[config.mk]
export PLATFORM = sky130hd
export DESIGN_NAME = egress_request_sequencer
export DESIGN_NICKNAME = d
export VERILOG_FILES = /design/src/rtl/egress_request_sequencer.sv
export SDC_FILE = /design/constraint.sdc
export NUM_CORES = 1
export LEC_CHECK = 0
export ABC_AREA = 1
export ABC_CLOCK_PERIOD_IN_PS = 3700
export CAP_MARGIN = 20
export CORE_MARGIN = 3
export CORE_UTILIZATION = 55
export DETAILED_ROUTE_END_ITERATION = 8
export PLACE_DENSITY_LB_ADDON = 0.08
export SYNTH_ARGS = -nofsm -noshare
export SYNTH_HDL_FRONTEND = slang
export SYNTH_SLANG_ARGS = --single-unit
[constraint.sdc]
create_clock -name clk -period 3.7 [get_ports clk]
set_input_delay 0.37 -clock clk [delete_from_list [all_inputs] [get_ports clk]]
set_output_delay 0.37 -clock clk [all_outputs]
set_load 0.01 [all_outputs]
[src/rtl/egress_request_sequencer.sv]
// Turns one 2-D fetch job into one 128-bit read command per row, credit-limited by row completions.
// Optional build macro EGRESS_REQ_SEQ_ERR_CHECK_EN enables the sticky protocol error flag.
module egress_request_sequencer #(
  parameter int C_PACKET_WIDTH    = 128,
  parameter int C_MAX_OUTSTANDING = 4,
  parameter int C_ROW_CNT_WIDTH   = 12
) (
  input  logic                       clk,
  input  logic                       rst,
  input  logic                       job_valid,
  output logic                       job_accept,
  input  logic [63:0]                job_base_addr,
  input  logic [35:0]                job_row_len,
  input  logic [35:0]                job_row_stride,
  input  logic [C_ROW_CNT_WIDTH-1:0] job_row_count,
  input  logic [7:0]                 job_id,
  output logic                       cmd_valid,
  input  logic                       cmd_accept,
  output logic [C_PACKET_WIDTH-1:0]  cmd_payload,
  input  logic                       row_done,
  output logic                       job_busy,
  output logic                       job_done,
  output logic                       error
);

  localparam int OW = $clog2(C_MAX_OUTSTANDING + 1);

  typedef enum logic [2:0] {
    ST_IDLE  = 3'b001,
    ST_ISSUE = 3'b010,
    ST_DRAIN = 3'b100
  } state_e;

  state_e                     state_q;
  logic                       rdy_q;
  logic [63:0]                addr_q;
  logic [35:0]                len_q;
  logic [35:0]                stride_q;
  logic [C_ROW_CNT_WIDTH-1:0] count_q;
  logic [C_ROW_CNT_WIDTH-1:0] row_idx_q;
  logic [7:0]                 id_q;
  logic [7:0]                 op_q;
  logic [OW-1:0]              out_q;
  logic [OW-1:0]              out_d;
  logic                       done_q;
  logic                       fire;
  logic                       rd_cnt;
  logic                       last_row;
  logic [11:0]                row_idx_pkt;

  // rdy_q keeps job_accept low while rst is held, even though state is already IDLE.
  assign job_accept = (state_q == ST_IDLE) & rdy_q;
  assign cmd_valid  = (state_q == ST_ISSUE) & (out_q < OW'(C_MAX_OUTSTANDING));
  assign fire       = cmd_valid & cmd_accept;
  assign rd_cnt     = row_done & (state_q != ST_IDLE);
  assign last_row   = (row_idx_q == count_q - C_ROW_CNT_WIDTH'(1));
  assign job_busy   = (state_q != ST_IDLE);
  assign job_done   = done_q;

  if (C_ROW_CNT_WIDTH >= 12) begin : g_idx_trunc
    assign row_idx_pkt = row_idx_q[11:0];
  end else begin : g_idx_pad
    assign row_idx_pkt = {{(12 - C_ROW_CNT_WIDTH){1'b0}}, row_idx_q};
  end

  // Opcode lives in a register so the whole packet reads zero out of reset.
  assign cmd_payload = {addr_q, len_q, row_idx_pkt, id_q, op_q};

  // Completions with nothing outstanding saturate at zero.
  always_comb begin
    out_d = out_q;
    if (fire && !rd_cnt)
      out_d = out_q + OW'(1);
    else if (!fire && rd_cnt && (out_q != '0))
      out_d = out_q - OW'(1);
  end

  always_ff @(posedge clk) begin
    if (rst) begin
      state_q   <= ST_IDLE;
      rdy_q     <= 1'b0;
      addr_q    <= '0;
      len_q     <= '0;
      stride_q  <= '0;
      count_q   <= '0;
      row_idx_q <= '0;
      id_q      <= '0;
      op_q      <= '0;
      out_q     <= '0;
      done_q    <= 1'b0;
    end else begin
      rdy_q  <= 1'b1;
      done_q <= 1'b0;
      out_q  <= out_d;
      case (state_q)
        ST_IDLE: begin
          if (job_valid && job_accept) begin
            addr_q    <= job_base_addr;
            len_q     <= job_row_len;
            stride_q  <= job_row_stride;
            count_q   <= job_row_count;
            id_q      <= job_id;
            op_q      <= 8'h01;
            row_idx_q <= '0;
            state_q   <= (job_row_count != '0) ? ST_ISSUE : ST_DRAIN;
          end
        end
        ST_ISSUE: begin
          if (fire) begin
            addr_q    <= addr_q + {28'd0, stride_q};
            row_idx_q <= row_idx_q + C_ROW_CNT_WIDTH'(1);
            if (last_row)
              state_q <= ST_DRAIN;
          end
        end
        ST_DRAIN: begin
          if (out_d == '0) begin
            done_q  <= 1'b1;
            state_q <= ST_IDLE;
          end
        end
        default: state_q <= ST_IDLE;
      endcase
    end
  end

`ifdef EGRESS_REQ_SEQ_ERR_CHECK_EN
  logic err_q;

  always_ff @(posedge clk) begin
    if (rst)
      err_q <= 1'b0;
    else if (row_done && ((state_q == ST_IDLE) || ((out_q == '0) && !fire)))
      err_q <= 1'b1;
  end

  assign error = err_q;
`else
  assign error = 1'b0;
`endif

endmodule

==> metrics <==
run status=finished clean; CTS Buf Count=17; count of pins over their slew limit=0; synthesis warning total=0; total of cells resized after clock tree synthesis=0; cell taking the most area after synthesis=dfxtp_1; number of placed cells counting well taps=~2,500; Synth Register Bits=roughly 180; total inserted antenna cells=0; initial core utilization=0.566; routed via count=13,600; clock latency on the worst-skew pair=approximately 460 ps; async set-or-reset flop fraction in the synthesized netlist=0; P_leak=between 6 and 7 nW; power density cells=approximately 560 nW/um^2; endpoint class of the critical path=register; stage delay of the slowest cell on the critical path=between 600 and 700 ps; number of top-level design ports=a little under 300; number of synthesized flops with an enable pin=0; Worst Path Buf+Inv=2; wire length of the first global-routing pass=roughly 65 mm; internal power summed over all cells=just under 5 mW; floorplan core area=about 21,000 um^2; transition at the pin with the smallest max-transition slack=1030 ps; Detailed Route WL=roughly 40 mm; largest cells by area after synthesis=dfxtp_1, nand2_1, a21oi_1; CP delay by family, top=simple AND/OR/NAND/NOR gates; sequential share of the synthesized area=0.294; Post-Route Setup TNS=0 ps; switch share=0.434; sequential power share=0.325; final cell count without fillers=2,561; share of post-route cells with drive strength above 1=0.0289; total grt overflow=0; leading register cell type out of synthesis=dfxtp_1; horizontal extent of the die=around 150 um; post-layout min period=approximately 2800 ps; Post-CTS Hold Buffers=0; placed standard-cell area=15,000 um^2; number of iterations in the first detailed-routing pass=6; via count of the first global-routing pass=approximately 13,000; synthesized instance count=2,031; CTS root buf=clkbuf_16; setup slack at placement=approximately 950 ps; final critical-path setup slack=just over 900 ps; global-route usage over all layers=0.329; routability congestion estimate from global placement=1.04; port buffer count=around 290; min-delay worst type=in -> reg; hpwl dp=roughly 30 mm; Starting DRT DRC Count=1,152; average footprint of a synthesized cell=5.94 um^2; post-detailed-route wirelength per cell=~15 um; clock slew at reported path FFs=80 ps; dominant cell by count in the synthesized netlist=nand2_1; MaxCap Viol Count=0; CP Class=reg -> reg; clock network power share=0.221; largest net degree at the start of global routing=100; share of the clock period used by the worst path=0.751; total design power=~8.7 mW; number of buffers between clock root and the deepest sink=2; average via count per standard cell=5.32; Worst Path Arrival=~3200 ps; total number of placement rows=53; worst voltage drop across the vdd grid=about 0.00046 V; share of the core filled with cells in the final layout=0.734; slowest stage cell on the critical path=buf_4; deepest level of the CTS H-tree=4; area growth from synthesis to layout=29.6%; Fmax achieved=0.360 GHz; die area=roughly 24,000 um^2; worst endpoint required time=4080 ps; net switching power=around 3.8 mW; proportion of power drawn by combinational gates=0.455; TritonCTS sink count=between 150 and 200; highest net fanout along the worst path=between 70 and 80; antenna violations before repair=0; leading cell types by count after synthesis=nand2_1, inv_1, a21oi_1; area of the mapped netlist=around 12,000 um^2; Finished Cell Area=roughly 16,000 um^2; CTS tree=built; clock tree skew after final layout=between 15 and 20 ps; Nets=between 2,000 and 2,500; worst relative slew slack=0.316; top-area cell type share of the netlist area=0.294; number of setup violations in the final report=0; count of buffers added by post-CTS timing repair for setup=0; chain of cells forming the critical path=nand3b_4, nor2_4, nand2_2, nand2_1, inv_2, nor2_8, buf_4, nand3_1, o21bai_1, o21ai_1, nor2_1; post-detailed-route count of antenna-violating nets=0; RSZ-0062 raised after global routing=no; DIE HEIGHT=approximately 150 um; worst-case hold slack=about 380 ps; final hold violation count=0; DRC viols=0; kind of start point of the critical path=register; number of distinct library cell variants in the gate-level netlist after synthesis=41
==> final cells by class <==
type	instances	area, um^2
inverter	290	1090
clock inverter	15	198
fill	1844	5670
tap	275	344
sequential	177	3540
timing repair buffer	292	2920
multi-input combinational	1495	7100
clock buffer	17	425
==> sequential cells by signal, indices dropped and copies added, names as in the netlist <==
register / count
addr_q: 64
count_q: 12
id_q: 8
job_done: 1
len_q: 36
op_q: 1
out_q: 3
rdy_q: 1
row_idx_pkt: 12
state_q: 3
stride_q: 36
==> worst reg2reg max path, cell delays in order (launching register included) <==
cell	delay [ps]
dfxtp_1	350
nand3b_4	550
nor2_4	260
nand2_2	100
nand2_1	80
inv_2	60
nor2_8	120
buf_4	620
nand3_1	230
o21bai_1	180
o21ai_1	80
nor2_1	80
==> final timing paths <==
check / startpoint / endpoint / slack, ps / cells after the start
worst min register to register: len_q[27] / len_q[27] / 470 / 2
worst min-delay path: rst / len_q[10] / 380 / 2
worst max register to register: state_q[0] / row_idx_pkt[4] / 920 / 11
worst max-delay path: state_q[0] / row_idx_pkt[4] / 920 / 11
==> placed cells by master (no fill, tap or decap), types with 4 or more instances in the layout <==
master,synthesis,final
nand4_1,16,16
nor4_1,7,7
clkdlybuf4s50_1,0,284
nand3b_1,4,4
nand3_1,121,121
nand2_2,7,6
a21oi_1,225,225
o21bai_1,6,6
ha_1,41,41
xor2_1,32,32
xnor2_1,12,12
buf_4,10,7
clkinv_8,0,6
nand2_1,741,741
nor3_1,23,23
dfxtp_1,177,177
inv_1,282,282
nor2_1,142,142
clkbuf_16,0,17
o21a_1,27,27
inv_2,4,5
nor2_4,4,4
conb_1,1,8
o21ai_0,57,57
==> logic make-up after synthesis <==
family                   synth area share
AND/OR/NAND/NOR                     0.368
buffers and inverters               0.120
AO/OA/AOI/OAI                       0.141
flip-flops                          0.294
XOR/XNOR                           0.0333
adder cells (fa/ha/maj)            0.0442
other                            0.000311
==> metal layers <==
layer / wire length (um) / vias to the layer above / track usage / part of all wire
li1: - / 6840 / - / -
met1: 16700 / 6156 / 0.421 / 0.42
met2: 18200 / 534 / 0.552 / 0.46
met3: 3370 / 88 / 0.0721 / 0.085
met4: 1180 / 0 / 0.106 / 0.030
met5: 0 / - / 0 / 0
==> power by group through the flow <==
stage | registers, mW | clock network (mW) | logic (mW)
floorplan | 2.84 | 0 | 2.43
global placement | 2.84 | 0 | 3.81
detailed placement | 2.85 | 0 | 3.92
CTS | 2.81 | 1.94 | 3.94
global route | 2.88 | 2.02 | 4.38
finish | 2.82 | 1.92 | 3.95
(Power assumes the default switching activity.)
